--- config.mk ---
export PLATFORM = sky130hd
export DESIGN_NAME = cpu_sequencer
export DESIGN_NICKNAME = d
export VERILOG_FILES = /design/src/rtl/cpu_sequencer_pkg.sv /design/src/rtl/cpu_sequencer_seq_wait_timer.sv /design/src/rtl/cpu_sequencer.sv
export SDC_FILE = /design/constraint.sdc
export NUM_CORES = 1
export LEC_CHECK = 0
export ABC_AREA = 1
export BUFFER_PORTS_ARGS = -buffer_cell sky130_fd_sc_hd__buf_2
export CAP_MARGIN = 20
export CORE_MARGIN = 5
export CORE_UTILIZATION = 50
export CTS_BUF_LIST = sky130_fd_sc_hd__clkbuf_8
export DETAILED_ROUTE_END_ITERATION = 10
export PLACE_DENSITY = 0.72
export SETUP_SLACK_MARGIN = 0.2
export SLEW_MARGIN = 40
export SYNTH_ARGS = -nofsm -noshare
export SYNTH_HDL_FRONTEND = slang
export SYNTH_SLANG_ARGS = --single-unit
--- constraint.sdc ---
create_clock -name clk -period 4.95 [get_ports clk]
set_clock_uncertainty 0.05 [all_clocks]
set_input_delay 0.99 -clock clk [delete_from_list [all_inputs] [get_ports clk]]
set_output_delay 0.99 -clock clk [all_outputs]
set_load 0.02 [all_outputs]
--- src/rtl/cpu_sequencer_pkg.sv ---
// Shared definitions for the simple_cpu multi-cycle sequencer.
// Holds the FSM state codes, next-PC / writeback select codes, halt cause
// codes, the one-hot instruction-class bit positions and the fixed-priority
// class encoder used in DECODE.
package cpu_sequencer_pkg;

    typedef enum logic [2:0] {
        S_IDLE    = 3'd0,
        S_FETCH   = 3'd1,
        S_DECODE  = 3'd2,
        S_EXECUTE = 3'd3,
        S_MEM     = 3'd4,
        S_WB      = 3'd5,
        S_HALT    = 3'd6
    } state_t;

    localparam logic [1:0] PC_SRC_SEQ  = 2'b00;  // PC+4
    localparam logic [1:0] PC_SRC_BR   = 2'b01;  // branch / JAL target
    localparam logic [1:0] PC_SRC_JALR = 2'b10;  // JALR target

    localparam logic [1:0] WB_SRC_ALU  = 2'b00;
    localparam logic [1:0] WB_SRC_MEM  = 2'b01;
    localparam logic [1:0] WB_SRC_PC4  = 2'b10;

    localparam logic [1:0] HALT_NONE    = 2'b00;
    localparam logic [1:0] HALT_SYSTEM  = 2'b01;
    localparam logic [1:0] HALT_ILLEGAL = 2'b10;
    localparam logic [1:0] HALT_BUSERR  = 2'b11;

    // One-hot class bit positions; a higher index has higher decode priority.
    localparam int CLS_W      = 10;
    localparam int CLS_ALUREG = 0;
    localparam int CLS_ALUIMM = 1;
    localparam int CLS_AUIPC  = 2;
    localparam int CLS_LUI    = 3;
    localparam int CLS_JALR   = 4;
    localparam int CLS_JAL    = 5;
    localparam int CLS_BRANCH = 6;
    localparam int CLS_STORE  = 7;
    localparam int CLS_LOAD   = 8;
    localparam int CLS_SYSTEM = 9;

    // Classes that finish through the register-file writeback state.
    localparam logic [CLS_W-1:0] WB_CLASSES =
        (CLS_W'(1) << CLS_JAL)   | (CLS_W'(1) << CLS_JALR)  |
        (CLS_W'(1) << CLS_LUI)   | (CLS_W'(1) << CLS_AUIPC) |
        (CLS_W'(1) << CLS_ALUIMM) | (CLS_W'(1) << CLS_ALUREG);

    // Reduce the raw decode flags (indexed by class position) to a single
    // one-hot class. Ascending scan lets the highest set index win.
    function automatic logic [CLS_W-1:0] class_onehot(input logic [CLS_W-1:0] flags);
        logic [CLS_W-1:0] oh;
        oh = '0;
        for (int i = 0; i < CLS_W; i++) begin
            if (flags[i]) begin
                oh    = '0;
                oh[i] = 1'b1;
            end
        end
        return oh;
    endfunction

endpackage

--- src/rtl/cpu_sequencer_seq_wait_timer.sv ---
// Memory wait timer for the sequencer.
// Counts cycles spent waiting for a memory ready and flags when the count
// has reached TIMEOUT. The count saturates at TIMEOUT.
// Ports:
//   clk, rst  : clock, asynchronous active-high reset
//   clr       : return the count to zero (takes priority over en)
//   en        : count one more wait cycle
//   timeout   : count has reached TIMEOUT
module seq_wait_timer #(
    parameter int unsigned TIMEOUT = 255
) (
    input  logic clk,
    input  logic rst,
    input  logic clr,
    input  logic en,
    output logic timeout
);

    localparam logic [15:0] LIMIT = 16'(TIMEOUT);

    logic [15:0] cnt_q;

    always_ff @(posedge clk or posedge rst) begin
        if (rst) begin
            cnt_q <= '0;
        end else if (clr) begin
            cnt_q <= '0;
        end else if (en && (cnt_q != LIMIT)) begin
            cnt_q <= cnt_q + 16'd1;
        end
    end

    assign timeout = (cnt_q == LIMIT);

endmodule

--- src/rtl/cpu_sequencer.sv ---
// Multi-cycle control sequencer for the simple_cpu core.
// Steps each instruction through FETCH, DECODE, EXECUTE, MEM and WB, drives
// the instruction/data memory handshakes and the PC, IR and register-file
// write strobes, counts retired instructions and halts on SYSTEM, on an
// undecodable instruction or on a memory wait timeout.
// Ports:
//   clk, rst                     : clock, asynchronous active-high reset
//   ALUreg .. SYSTEM             : instruction-class flags from opcode decode
//   branch_taken                 : branch compare result, used in EXECUTE
//   imem_ready, dmem_ready       : memory handshake completions
//   imem_req, dmem_req, dmem_we  : memory requests
//   ir_we, rf_we, pc_we          : single-cycle write strobes
//   pc_src, wb_src               : next-PC and writeback selects
//   state, halted, halt_cause    : debug / status
//   instret                      : retired-instruction counter
module cpu_sequencer
    import cpu_sequencer_pkg::*;
#(
    parameter int unsigned CNT_WIDTH = 32,
    parameter int unsigned TIMEOUT   = 255
) (
    input  logic                 clk,
    input  logic                 rst,
    input  logic                 ALUreg,
    input  logic                 ALUimm,
    input  logic                 Branch,
    input  logic                 JAL,
    input  logic                 JALR,
    input  logic                 LUI,
    input  logic                 AUIPC,
    input  logic                 Load,
    input  logic                 Store,
    input  logic                 SYSTEM,
    input  logic                 branch_taken,
    input  logic                 imem_ready,
    input  logic                 dmem_ready,
    output logic                 imem_req,
    output logic                 dmem_req,
    output logic                 dmem_we,
    output logic                 ir_we,
    output logic                 rf_we,
    output logic                 pc_we,
    output logic [1:0]           pc_src,
    output logic [1:0]           wb_src,
    output logic [2:0]           state,
    output logic                 halted,
    output logic [1:0]           halt_cause,
    output logic [CNT_WIDTH-1:0] instret
);

    state_t               state_q, state_d;
    logic [CLS_W-1:0]     cls_q, cls_d;
    logic [1:0]           cause_q, cause_d;
    logic [CNT_WIDTH-1:0] instret_q;

    logic [CLS_W-1:0] flags;
    logic             waiting;
    logic             ready_now;
    logic             timeout;

    assign flags = {SYSTEM, Load, Store, Branch, JAL, JALR, LUI, AUIPC, ALUimm, ALUreg};

    // A ready only counts inside the state that is waiting for it.
    assign waiting   = (state_q == S_FETCH) || (state_q == S_MEM);
    assign ready_now = ((state_q == S_FETCH) && imem_ready) ||
                       ((state_q == S_MEM)   && dmem_ready);

    // Clearing whenever we are outside a wait state gives a zero count on
    // entry to FETCH and MEM.
    seq_wait_timer #(
        .TIMEOUT (TIMEOUT)
    ) u_timer (
        .clk     (clk),
        .rst     (rst),
        .clr     (!waiting || ready_now),
        .en      (waiting && !ready_now),
        .timeout (timeout)
    );

    always_ff @(posedge clk or posedge rst) begin
        if (rst) begin
            state_q   <= S_IDLE;
            cls_q     <= '0;
            cause_q   <= HALT_NONE;
            instret_q <= '0;
        end else begin
            state_q <= state_d;
            cls_q   <= cls_d;
            cause_q <= cause_d;
            if (pc_we) begin
                instret_q <= instret_q + CNT_WIDTH'(1);
            end
        end
    end

    always_comb begin
        state_d  = state_q;
        cls_d    = cls_q;
        cause_d  = cause_q;
        imem_req = 1'b0;
        dmem_req = 1'b0;
        dmem_we  = 1'b0;
        ir_we    = 1'b0;
        rf_we    = 1'b0;
        pc_we    = 1'b0;
        pc_src   = PC_SRC_SEQ;
        wb_src   = WB_SRC_ALU;

        case (state_q)
            S_IDLE: begin
                state_d = S_FETCH;
            end

            S_FETCH: begin
                // Ready beats a timeout reached in the same cycle; on a
                // genuine timeout the request is withdrawn immediately.
                if (imem_ready) begin
                    imem_req = 1'b1;
                    ir_we    = 1'b1;
                    state_d  = S_DECODE;
                end else if (timeout) begin
                    cause_d = HALT_BUSERR;
                    state_d = S_HALT;
                end else begin
                    imem_req = 1'b1;
                end
            end

            S_DECODE: begin
                cls_d = class_onehot(flags);
                if (flags == '0) begin
                    cause_d = HALT_ILLEGAL;
                    state_d = S_HALT;
                end else if (SYSTEM) begin
                    cause_d = HALT_SYSTEM;
                    state_d = S_HALT;
                end else begin
                    state_d = S_EXECUTE;
                end
            end

            S_EXECUTE: begin
                if (cls_q[CLS_LOAD] || cls_q[CLS_STORE]) begin
                    state_d = S_MEM;
                end else if (cls_q[CLS_BRANCH]) begin
                    pc_we   = 1'b1;
                    pc_src  = branch_taken ? PC_SRC_BR : PC_SRC_SEQ;
                    state_d = S_FETCH;
                end else if (|(cls_q & WB_CLASSES)) begin
                    state_d = S_WB;
                end else begin
                    // Unreachable for a correctly latched class; fail safe.
                    cause_d = HALT_ILLEGAL;
                    state_d = S_HALT;
                end
            end

            S_MEM: begin
                if (dmem_ready) begin
                    dmem_req = 1'b1;
                    dmem_we  = cls_q[CLS_STORE];
                    if (cls_q[CLS_STORE]) begin
                        pc_we   = 1'b1;
                        state_d = S_FETCH;
                    end else begin
                        state_d = S_WB;
                    end
                end else if (timeout) begin
                    cause_d = HALT_BUSERR;
                    state_d = S_HALT;
                end else begin
                    dmem_req = 1'b1;
                    dmem_we  = cls_q[CLS_STORE];
                end
            end

            S_WB: begin
                rf_we = 1'b1;
                pc_we = 1'b1;
                if (cls_q[CLS_LOAD]) begin
                    wb_src = WB_SRC_MEM;
                end else if (cls_q[CLS_JAL] || cls_q[CLS_JALR]) begin
                    wb_src = WB_SRC_PC4;
                end
                if (cls_q[CLS_JAL]) begin
                    pc_src = PC_SRC_BR;
                end else if (cls_q[CLS_JALR]) begin
                    pc_src = PC_SRC_JALR;
                end
                state_d = S_FETCH;
            end

            S_HALT: begin
                state_d = S_HALT;
            end

            default: begin
                state_d = S_IDLE;
            end
        endcase
    end

    assign state      = state_q;
    assign halted     = (state_q == S_HALT);
    assign halt_cause = cause_q;
    assign instret    = instret_q;

endmodule

== Word level (Yosys, flattened, before mapping) ==
Cells that the tools add are included.
W data, S select, Z words.

* Flip-flop bits (word level): 62
* Bits of input ports: 15
* Output and inout port bits: 48
* Word-level logic and storage cells: 95

* Add/sub/neg operators: 2
* Equality and inequality tests: 14
* Mux-type cells: 56
* Reductions and logical operators: 18

{| class="wikitable"
|+ Operators with widths
! kind !! count
|-
| $mux W9 || 9
|-
| $add A32 B1 Y32 const B || 1
|-
| $mux W16 || 2
|-
| $mux W2 || 14
|-
| $mux W3 || 8
|-
| $mux W1 || 19
|-
| $pmux W3 S6 || 1
|-
| $add A16 B1 Y16 const B || 1
|-
| $eq A16 B8 Y1 const B || 1
|-
| $ne A16 B8 Y1 const B || 1
|-
| $logic_not A10 Y1 || 1
|-
| $ne A2 B2 Y1 const B || 5
|-
| $eq A3 B3 Y1 const B || 3
|-
| $pmux W2 S4 || 1
|-
| $reduce_and A7 Y1 || 1
|-
| $eq A3 B2 Y1 const B || 2
|-
| $reduce_or A6 Y1 || 1
|-
| $logic_or A1 B1 Y1 || 5
|-
| $logic_and A1 B1 Y1 || 4
|-
| $pmux W2 S2 || 1
|-
| $reduce_bool A4 Y1 || 1
|-
| $eq A3 B1 Y1 const B || 1
|-
| $logic_not A3 Y1 || 1
|-
| $ne A3 B3 Y1 const B || 1
|-
| 4 further kinds || 5
|}

== Longest topological paths before layout ==
Gate-level depths: netlist of run 1.

* Word-level depth: 10
* Mapped depth: 11

== Hierarchy ==
From an unflattened synthesis of run 1, not the netlist that was laid out.

* Cells, all modules: 578
* Area, all modules: 4020.1 um2

{| class="wikitable"
|+ By module, submodules not included
! module !! instances !! cells each !! area each (um2)
|-
| cpu_sequencer || 1 || 421 || 2950.3
|-
| seq_wait_timer || 1 || 157 || 1069.8
|}

== Worst setup path after synthesis of run 1 ==
Ideal clock, no wire load.

* Path type: reg2out
* Start: register state_q[0] (netlist: state[0])
* End: output pc_src[0]
* Data arrival time: 1711 ps
* Data required time: 3910 ps
* Slack: 2199 ps
* Cell stages (with the launch flop): 6
* Buffers on the path: 1
* Cell sequence: dfrtp_1 buf_4 inv_1 nor2_1 inv_1 o21ai_0

* Longest elaborated chain between the ends: 2
* Elaborated cells between the ends (all ways): 3
* Those cells by class: eq/ne: 2; mux: 1

{| class="wikitable"
|+ RTL lines
! what !! line !! text
|-
| from (decl) || cpu_sequencer.sv:51 || <nowiki>state_t state_q, state_d;</nowiki>
|-
| from (signal assigned) || cpu_sequencer.sv:87 || <nowiki>state_q <= state_d;</nowiki>
|-
| $eq A3 B3 Y1 / $eq A3 B2 Y1 (equally long branches) || cpu_sequencer.sv:109 || <nowiki>case (state_q)</nowiki>
|-
| $pmux W2 S2 (*) || cpu_sequencer.sv:109 ||
|-
| to (decl) || cpu_sequencer.sv:43 || <nowiki>output logic [1:0] pc_src,</nowiki>
|}

Every way passes the cells marked *; elsewhere a longest branch is shown, timed or not.

== Worst setup path in the final report of run 1 ==
* Start: register u_timer.cnt_q[0]
* End: output dmem_we

* Longest elaborated chain between the ends: 4

{| class="wikitable"
|+ RTL lines
! what !! line !! text
|-
| from (decl) || cpu_sequencer_seq_wait_timer.sv:21 || <nowiki>logic [15:0] cnt_q;</nowiki>
|-
| from (signal assigned) || cpu_sequencer_seq_wait_timer.sv:29 || <nowiki>cnt_q <= cnt_q + 16'd1;</nowiki>
|-
| $eq A16 B8 Y1 || cpu_sequencer_seq_wait_timer.sv:33 || <nowiki>assign timeout = (cnt_q == LIMIT);</nowiki>
|-
| $mux W1 || cpu_sequencer.sv:168 || <nowiki>end else if (timeout) begin</nowiki>
|-
| $mux W1 || cpu_sequencer.sv:159 || <nowiki>if (dmem_ready) begin</nowiki>
|-
| $mux W1 || cpu_sequencer.sv:109 ||
|-
| to (decl) || cpu_sequencer.sv:39 || <nowiki>output logic dmem_we,</nowiki>
|}

No other way between the ends.

==> results of run 1 <==
-- critical path: stages (launching register included) --
cell     delay, ps
dfrtp_1        400
ha_1           190
nand2_1         60
inv_1           70
nand2_1         90
nor2_2         190
nand2_2        200
o21ai_0        270
nor2_1          60
buf_2          160
-- kinds of logic after synthesis --
family | after synthesis | share of synthesized area
flip-flops | 62 | 0.423
AO/OA/AOI/OAI | 38 | 0.0638
buffers and inverters | 69 | 0.0809
AND/OR/NAND/NOR | 303 | 0.370
adder cells (fa/ha/maj) | 2 | 0.00683
XOR/XNOR | 23 | 0.0550
-- state kept, by name (all words and copies together), names as in the netlist --
| name | flops |
|---|---|
| cls_q | 9 |
| halt_cause | 2 |
| instret | 32 |
| state | 3 |
| u_timer.cnt_q | 16 |
-- layer usage --
| layer | up-vias | routed length [um] | global-route usage |
|---|---|---|---|
| met2 | 76 | 3890 | 0.316 |
| met3 | 8 | 476 | 0.0410 |
| met5 | - | 0 | 0 |
| met4 | 0 | 74 | 0.0687 |
| met1 | 1527 | 3940 | 0.264 |
| li1 | 1707 | - | - |
-- cell usage after synthesis, drive strengths merged --
| cell | count | area [um^2] |
|---|---|---|
| o31ai | 1 | 7.51 |
| a41oi | 1 | 8.76 |
| o22ai | 4 | 25.0 |
| a211oi | 1 | 7.51 |
| inv | 63 | 239 |
| nand3 | 27 | 158 |
| nand4 | 10 | 62.6 |
| a21oi | 10 | 65.1 |
| xor2 | 14 | 123 |
| o21ai | 15 | 75.1 |
| o32ai | 3 | 26.3 |
| dfrtp | 62 | 1550 |
| nand3b | 7 | 52.6 |
| buf | 6 | 57.6 |
| a31oi | 3 | 18.8 |
| nor2 | 82 | 369 |
| nor3 | 16 | 90.1 |
| xnor2 | 9 | 78.8 |
| ha | 2 | 25.0 |
| nand2 | 159 | 612 |
| and3 | 1 | 6.26 |
| or2 | 1 | 6.26 |
-- layout by cell type (no fill, tap or decap), drive strengths merged, types with 2 or more instances in the layout --
cell	n
nand2	159
nor2	82
inv	65
buf	63
dfrtp	62
nand3	27
nor3	16
o21ai	15
xor2	14
nand4	10
clkbuf	10
a21oi	10
xnor2	9
nand3b	7
o22ai	4
o32ai	3
a31oi	3
ha	2
clkinv	2
-- worst min-delay path by stage --
stage                      from                to  slack (ps)  cells past startpoint
5_1_grt        u_timer.cnt_q[3]  u_timer.cnt_q[3]         470                      1
6_report          halt_cause[0]     halt_cause[0]         440                      2
4_1_cts        u_timer.cnt_q[3]  u_timer.cnt_q[3]         450                      1
2_1_floorplan  u_timer.cnt_q[3]  u_timer.cnt_q[3]         410                      1
3_5_place_dp      halt_cause[0]     halt_cause[0]         430                      2
3_3_place_gp      halt_cause[0]     halt_cause[0]         420                      2
-- power groups by stage --
| stage | Clock, uW | Sequential [uW] | Combinational (uW) |
|---|---|---|---|
| finish | 368 | 691 | 698 |
| detailed placement | 0 | 698 | 699 |
| global placement | 0 | 697 | 684 |
| floorplan | 0 | 743 | 473 |
| global route | 400 | 704 | 780 |
| CTS | 378 | 691 | 702 |
-- cell type report --
cell class	instances	share of cell area
multi-input combinational	366	0.432
sequential	62	0.368
timing repair buffer	63	0.0764
inverter	63	0.0568
clock buffer	10	0.0327
tap	99	0.0294
clock inverter	4	0.00416
-- stage by stage --
| step | cells | power (uW) |
|---|---|---|
| after floorplan | 497 | 1220 |
| after global routing | 667 | 1880 |
| after detailed placement | 653 | 1400 |
| final | 667 | 1760 |
| after global placement | 653 | 1380 |
| after CTS | 667 | 1770 |
==> out/results.tsv, run 1 <==
stage	metric	value	unit
power	Switch Pwr	765	uW
worst_setup_path	worst r2r dst	halt_cause[0]	
clock_tree	Post-CTS Resized	0	
finish	fill count	673	
clock_tree	TritonCTS clock tree	yes	
power	Max IR drop VDD	0.000232	V
timing	worst relative slew slack	0.625	
placement	placed cell areas	4050	um^2
timing	final hold vios	0	
worst_setup_path	Critical Path Sink Type	primary output	
clock_tree	clk slew on worst S/H paths	70	ps
worst_setup_path	CP Capture Point	dmem_we	
worst_setup_path	CP startpoint	u_timer.cnt_q[0]	
routing	DRC	0	
job	max_cap viols	0	
worst_setup_path	r2r startpoint	state[2]	
clock_tree	clk_lat worst skew	340	ps
run_status	outcome	finished, final reports clean	
clock_tree	clk sinks	62	
finish	Multi-input gate area	1820	um^2
worst_setup_path	CP Max Fanout	13	
synthesis	number of synthesized register bits	62	
routing	drt pass-1 iters	5	
synthesis	cell area after synthesis	3660	um^2
synthesis	Synth cell types	35	
power	Comb pwr share	0.397	
worst_setup_path	Worst EP arrival	2030	ps
global_routing	vias in the first global route	3221	
timing	RSZ-0062 raised after global routing	no	
floorplan	Chip Height	95.6	um
synthesis	Post-Syn Instances	497	
power	Power Density	418	nW/um^2
routing	routed vias	3318	
worst_setup_path	reg2reg path depth	7	
routing	initial DRC count	147	
placement	hpwl dp	6.33	mm
finish	Final nets	582	
finish	final core occ	0.587	
finish	area grow syn2layout	14.9	%
power	P_leak	0.00206	uW
clock_tree	Root Buffer	clkbuf_8	
global_routing	Global Route Usage Sum	0.197	
synthesis	syn_nets	514	
timing	hold_ws	445	ps
floorplan	die width	95.6	um
clock_tree	H-tree levels	3	
power	Pint	993	uW
worst_hold_path	worst hold path class	reg -> reg	
synthesis	mean post-synth cell area	7.37	um^2
placement	Place WS	1900	ps
finish	Sequential Area	1550	um^2
placement	IO Port Bufs	62	
timing	slew of the pin with the lowest slew margin	563	ps
power	switching share of power	0.435	
timing	Setup TNS	0	ps
worst_setup_path	R2R Setup Slk	3160	ps
floorplan	Ports	63	
synthesis	sequential fraction of the synthesis area	0.423	
power	sequential power share	0.393	
timing	f_max	326	MHz
timing	Period minus WS final	3070	ps
timing	Slew Viols, Final	0	
floorplan	Rows	31	
clock_tree	setup bufs post-CTS	0	
clock_tree	hold-fix buffer count after cts	0	
floorplan	Starting Density	0.511	
worst_setup_path	crit path launch type	flip-flop	
floorplan	Die ar.	9140	um^2
worst_setup_path	critical path type	reg -> out	
timing	final setup vio count	0	
clock_tree	Max Buffers Root-to-Sink	2	
timing	Setup WS post-layout	1880	ps
power	Clock Power Share	0.210	
placement	Placer Congestion	0.873	
floorplan	Core ar.	7180	um^2
finish	design area	4210	um^2
synthesis	synthesis warning total	0	
global_routing	first-pass GRT wire length	14.3	mm
global_routing	antenna violations before repair	0	
global_routing	Overflow after GRT	0	
routing	drt total wl	8.39	mm
timing	Tcrit/Tclk final	0.620	
routing	final antenna-violating net count	0	
routing	Vias/cell	4.97	
finish	fraction of layout cells with a size suffix above 1	0.185	
routing	Wirelength per Cell	12.6	um
finish	number of diodes	0	
global_routing	largest net degree at the start of global routing	63	
worst_setup_path	CP required	3910	ps
clock_tree	CTS buffer count	9	
Power figures use the tool's default switching activity.
==> inputs of run 2 (changes only) <==
Settings changed: ABC_AREA 1 to 0, PLACE_DENSITY 0.72 to 0.76.
Clock period 4.95 ns to 2.8 ns, I/O delays scaled along.
==> out/results.tsv, run 2 <==
stage	metric	value	unit	change
finish	area grow syn2layout	21.5	%	was 14.9%
timing	hold_ws	256	ps	was 445 ps
finish	fraction of layout cells with a size suffix above 1	0.280		was 0.185
placement	Cells after DPL	470		was 653
finish	Final nets	427		was 582
finish	final core occ	0.622		was 0.587
global_routing	Overflow after GRT	0		unchanged
clock_tree	CTS buffer count	9		unchanged
floorplan	die width	90.6	um	was 95.6 um
timing	slew of the pin with the lowest slew margin	743	ps	was 563 ps
routing	drt pass-1 iters	6		was 5
global_routing	first-pass GRT wire length	12.7	mm	was 14.3 mm
routing	final antenna-violating net count	0		unchanged
synthesis	number of synthesized register bits	62		unchanged
routing	routed vias	2783		was 3,318
clock_tree	clk sinks	62		unchanged
worst_setup_path	CP cell instances	nor4_4 -> nand2_2 -> or3_4 -> nor2_1 -> nor3_1 -> buf_2		was ha_1 -> nand2_1 -> inv_1 -> nand2_1 -> nor2_2 -> nand2_2 -> o21ai_0 -> nor2_1 -> buf_2
clock_tree	Root Buffer	clkbuf_8		unchanged
clock_tree	clk slew on worst S/H paths	70	ps	about the same
floorplan	Chip Height	90.6	um	was 95.6 um
finish	commonest cells after routing, fill and taps aside	buf_2 (62), dfrtp_1 (58), nand2_1 (41)		was nand2_1 (153), nor2_1 (70), dfrtp_1 (62), buf_2 (62), inv_1 (61)
job	max_cap viols	0		unchanged
worst_setup_path	CP required	2190	ps	was 3910 ps
routing	DRC	0		unchanged
power	Switch Pwr	1010	uW	was 765 uW
synthesis	ranking of synthesized cells by area	dfrtp_1 (48%), xnor2_1 (7.5%), nand2_1 (4.8%)		was dfrtp_1 (42%), nand2_1 (16%), nor2_1 (7.3%)
synthesis	sequential fraction of the synthesis area	0.477		was 0.423
synthesis	FFs w/ async S/R, synth	1.00		unchanged
finish	flip-flop count of the largest register after layout	32		unchanged
power	Clock Power Share	0.321		was 0.210
power	Pint	1860	uW	was 993 uW
timing	final setup vio count	0		unchanged
placement	Placer Congestion	0.843		was 0.873
timing	Period minus WS final	2510	ps	
routing	initial DRC count	174		was 147
placement	hpwl dp	5.26	mm	was 6.33 mm
clock_tree	Max Buffers Root-to-Sink	2		unchanged
floorplan	Rows	29		was 31
worst_hold_path	worst hold path class	in -> async		was reg -> reg
routing	drt total wl	7.52	mm	was 8.39 mm
worst_setup_path	Critical Path Sink Type	primary output		unchanged
synthesis	ys flop type	dfrtp_1		unchanged
timing	f_max	399	MHz	
synthesis	number of synthesized flops with an enable pin	0		unchanged
worst_setup_path	worst r2r dst	instret[30]		was halt_cause[0]
global_routing	largest net degree at the start of global routing	33		was 63
synthesis	most common library cells after synthesis	dfrtp_1 (62), nand2_1 (42), nor2_1 (37)		was nand2_1 (153), nor2_1 (71), dfrtp_1 (62)
synthesis	count leader, synth	dfrtp_1		was nand2_1
clock_tree	H-tree levels	3		unchanged
clock_tree	TritonCTS clock tree	yes		unchanged
worst_setup_path	CP Max Fanout	4		was 13
finish	Final Non-Filler Cells	492		was 667
timing	Slew Viols, Final	0		unchanged
floorplan	Die ar.	8210	um^2	was 9140 um^2
worst_setup_path	reg2reg path depth	5		was 7
power	P_leak	0.00195	uW	was 0.00206 uW
floorplan	Core ar.	6350	um^2	was 7180 um^2
global_routing	Global Route Usage Sum	0.187		was 0.197
worst_setup_path	Worst path slowest cell	dfrtp_2		was dfrtp_1
finish	most common cell after layout, fill and taps aside	buf_2		was nand2_1
synthesis	Synth cell types	54		was 35
worst_setup_path	crit path launch type	flip-flop		unchanged
synthesis	synthesis warning total	0		unchanged
finish	number of diodes	0		unchanged
timing	RSZ-0062 raised after global routing	no		unchanged
synthesis	area leader, netlist	dfrtp_1		unchanged
power	switching share of power	0.352		was 0.435
floorplan	Starting Density	0.512		was 0.511
worst_setup_path	r2r startpoint	state[1]		was state[2]
timing	Tcrit/Tclk final	0.895		
floorplan	Ports	63		unchanged
power	Power Density	727	nW/um^2	was 418 nW/um^2
clock_tree	clk_lat worst skew	350	ps	was 340 ps
routing	Wirelength per Cell	15.3	um	was 12.6 um
routing	Vias/cell	5.66		was 4.97
timing	final hold vios	0		unchanged
global_routing	vias in the first global route	2675		was 3,221
synthesis	cell area after synthesis	3250	um^2	was 3660 um^2
timing	Setup TNS	0	ps	unchanged
power	Max IR drop VDD	0.000401	V	was 0.000232 V
placement	IO Port Bufs	62		unchanged
run_status	outcome	finished, final reports clean		unchanged
worst_setup_path	CP peak stage delay	440	ps	was 400 ps
synthesis	area share of the largest cell type after synthesis	0.477		was 0.423
timing	worst relative slew slack	0.504		was 0.625
synthesis	Post-Syn Instances	336		was 497
global_routing	antenna violations before repair	0		unchanged
worst_setup_path	critical path type	reg -> out		unchanged
power	sequential power share	0.415		was 0.393
synthesis	mean post-synth cell area	9.67	um^2	was 7.37 um^2
worst_setup_path	Worst EP arrival	1900	ps	was 2030 ps
worst_setup_path	R2R Setup Slk	700	ps	was 3160 ps
synthesis	syn_nets	353		was 514
power	total power	2870	uW	was 1760 uW
power	Comb pwr share	0.264		was 0.397
## run 2: changes by cell type after synthesis, sizes merged, moves of 5 or more
cell / delta
and3: +12
clkbuf: +6
inv: -52
nand2: -117
nand3b: -6
nor2: -45
nor3: -5
nor3b: +5
nor4: +11
o21ai: -10
xnor2: +19
## run 2: layout make-up
class | count | area [um^2]
fill | 540 | 2400
multi-input combinational | 254 | 1640
inverter | 11 | 41.3
clock inverter | 5 | 81.3
timing repair buffer | 72 | 385
tap | 77 | 96.3
clock buffer | 11 | 151
sequential | 62 | 1560
## run 2: how the worst max path moves through the flow
stage                to  cells after the start              from  slack (ps)
2_1_floorplan   dmem_we                      6  u_timer.cnt_q[0]         300
3_3_place_gp   imem_req                      6  u_timer.cnt_q[8]         590
3_5_place_dp   imem_req                      6  u_timer.cnt_q[8]         500
4_1_cts        imem_req                      6  u_timer.cnt_q[9]         200
5_1_grt        imem_req                      6  u_timer.cnt_q[9]         200
6_report       imem_req                      6  u_timer.cnt_q[9]         290
## run 2: power groups by stage
stage          registers, uW  clock network, uW  logic, uW
2_1_floorplan           1220                  0        515
3_3_place_gp            1200                  0        752
3_5_place_dp            1210                  0        758
4_1_cts                 1190                929        764
5_1_grt                 1220                972        852
6_report                1190                921        759
## run 2: logic make-up (layout without fill, tap and decap cells)
kind of cell             Yosys count  after routing  synth area share
flip-flops                        62             62             0.477
XOR/XNOR                          42             42             0.113
multiplexers                       1              1           0.00346
AO/OA/AOI/OAI                     29             29            0.0631
adder cells (fa/ha/maj)            2              2           0.00770
buffers and inverters             20             99            0.0254
AND/OR/NAND/NOR                  180            180             0.310
## run 2: what timing repair did
action,in CTS,in global routing
setup endpoints to repair,1,1
hold buffers,0,0
gates resized for setup,3,4
buffers inserted,1,5
pin swaps,1,3
## run 2: layer usage
layer  up-vias  routed length, um  track usage
li1       1333                  -            -
met1      1357               3360        0.246
met2        81               3590        0.292
met3        12                468       0.0558
met4         0                102       0.0695
met5         -                  0            0
## run 2: worst max-delay path: cells and delay by family, from the launching register on
| kind | cells | cell delay, ps |
|---|---|---|
| AND/OR/NAND/NOR | 5 | 930 |
| buffers and inverters | 1 | 180 |
| flip-flops | 1 | 440 |
## run 2: through the flow
stage | area (um^2) | worst slack, ps
after floorplan | 3250 | 297
after global placement | 3650 | 594
after detailed placement | 3650 | 501
after CTS | 3900 | 202
after global routing | 3950 | 199
final | 3950 | 293
==> inputs of run 3 (changes only) <==
Settings changed: CORE_UTILIZATION 50 to 40, PLACE_DENSITY 0.76 to default.
==> out/results.tsv, run 3 (synthesis gave the netlist of run 2 again) <==
stage	metric	value	unit	change
finish	area grow syn2layout	21.4	%	was 21.5%
placement	Placer Congestion	0.792		was 0.843
worst_setup_path	CP Max Fanout	5		was 4
global_routing	largest net degree at the start of global routing	25		was 33
finish	final core occ	0.505		was 0.622
timing	Period minus WS final	2560	ps	was 2510 ps
routing	DRC	0		unchanged
routing	routed vias	2646		was 2,783
finish	design area	3950	um^2	about the same
placement	Cells after DPL	495		was 470
finish	most common cell after layout, fill and taps aside	buf_2		unchanged
placement	Place WS	568	ps	was 501 ps
clock_tree	Max Buffers Root-to-Sink	2		unchanged
clock_tree	hold-fix buffer count after cts	0		unchanged
placement	hpwl dp	5.45	mm	was 5.26 mm
timing	Slew Viols, Final	0		unchanged
power	Power Density	735	nW/um^2	was 727 nW/um^2
timing	Tcrit/Tclk final	0.915		was 0.895
timing	worst relative slew slack	0.629		was 0.504
floorplan	Core ar.	7810	um^2	was 6350 um^2
power	Max IR drop VDD	0.000349	V	was 0.000401 V
worst_setup_path	Worst EP arrival	1950	ps	was 1900 ps
worst_setup_path	crit path launch type	flip-flop		unchanged
worst_setup_path	worst r2r dst	instret[30]		unchanged
timing	f_max	390	MHz	was 399 MHz
timing	Setup WS post-layout	237	ps	was 293 ps
finish	Final nets	422		was 427
finish	number of diodes	0		unchanged
worst_setup_path	reg2reg path depth	5		unchanged
routing	Wirelength per Cell	14.6	um	was 15.3 um
routing	drt pass-1 iters	4		was 6
floorplan	Rows	32		was 29
finish	commonest cells after routing, fill and taps aside	buf_2 (62), dfrtp_1 (60), nand2_1 (42)		was buf_2 (62), dfrtp_1 (58), nand2_1 (41)
placement	placed cell areas	3680	um^2	was 3650 um^2
floorplan	Ports	63		unchanged
clock_tree	clk sinks	62		unchanged
clock_tree	clk slew on worst S/H paths	80	ps	was 70 ps
job	max_cap viols	0		unchanged
worst_setup_path	r2r startpoint	state[0]		was state[1]
timing	RSZ-0062 raised after global routing	yes		was no
global_routing	Global Route Usage Sum	0.157		was 0.187
timing	slew of the pin with the lowest slew margin	555	ps	was 743 ps
finish	flip-flop count of the largest register after layout	32		unchanged
clock_tree	CTS buffer count	9		unchanged
worst_setup_path	critical path type	reg -> out		unchanged
global_routing	first-pass GRT wire length	12.8	mm	was 12.7 mm
finish	fill count	752		was 540
worst_setup_path	Critical Path Sink Type	primary output		unchanged
worst_setup_path	CP required	2190	ps	about the same
timing	final setup vio count	0		unchanged
floorplan	die width	100	um	was 90.6 um
power	P_leak	0.00193	uW	was 0.00195 uW
routing	drt total wl	7.49	mm	was 7.52 mm
global_routing	vias in the first global route	2657		was 2,675
finish	Multi-input gate area	1640	um^2	about the same
finish	Final Non-Filler Cells	512		was 492
floorplan	Die ar.	10000	um^2	was 8210 um^2
floorplan	Starting Density	0.416		was 0.512
global_routing	antenna violations before repair	0		unchanged
finish	fraction of layout cells with a size suffix above 1	0.263		was 0.280
timing	final hold vios	0		unchanged
clock_tree	TritonCTS clock tree	yes		unchanged
worst_setup_path	R2R Setup Slk	730	ps	was 700 ps
clock_tree	clk_lat worst skew	340	ps	was 350 ps
routing	Vias/cell	5.17		was 5.66
routing	final antenna-violating net count	0		unchanged
floorplan	Chip Height	100	um	was 90.6 um
placement	IO Port Bufs	62		unchanged
routing	initial DRC count	76		was 174
timing	Setup TNS	0	ps	unchanged
run_status	outcome	finished, final reports clean		unchanged
clock_tree	Root Buffer	clkbuf_8		unchanged
worst_hold_path	worst hold path class	in -> async		unchanged
clock_tree	H-tree levels	3		unchanged
finish	Sequential Area	1550	um^2	was 1560 um^2
global_routing	Overflow after GRT	0		unchanged
[run 3: area by class of cell]
class | count | share of cell area
inverter | 11 | 0.0105
tap | 102 | 0.0323
clock inverter | 7 | 0.0289
multi-input combinational | 254 | 0.415
clock buffer | 9 | 0.0314
timing repair buffer | 67 | 0.0881
sequential | 62 | 0.394
[run 3: worst max-delay path, stage by stage (launching register included)]
cell and delay [ps]:
dfrtp_2 450, nor4_4 290, nand2_1 130, or3_4 430, nor2_1 100, nor3_1 50, buf_2 180
[run 3: metrics by stage]
step	total power, uW	hold WS [ps]
2_1_floorplan	1730	389
3_3_place_gp	1960	408
3_5_place_dp	1980	409
4_1_cts	2930	151
5_1_grt	3070	165
6_report	2900	141
[run 3: report_power, final]
group	total (uW)	leakage (uW)	switching, uW	internal, uW
combinational	760	0.000991	471	289
sequential	1190	0.000825	171	1020
clock	945	0.000117	359	586
total	2900	0.00193	1000	1900
[run 3: worst max-delay path by stage]
stage | from | to | slack, ps
floorplan | u_timer.cnt_q[0] | dmem_we | 300
global placement | u_timer.cnt_q[8] | imem_req | 580
detailed placement | u_timer.cnt_q[12] | imem_req | 570
CTS | u_timer.cnt_q[12] | imem_req | 200
global route | u_timer.cnt_q[9] | imem_req | 140
finish | u_timer.cnt_q[9] | imem_req | 240
[run 3: layer usage]
layer / wire length (um) / global-route usage
met4: 120 / 0.0622
met3: 403 / 0.0361
met5: 0 / 0
met1: 3440 / 0.204
met2: 3530 / 0.252
[run 3: timing repair]
action,CTS,global route
setup endpoints to repair,0,2
gates resized for setup,0,5
setup buffers,0,1
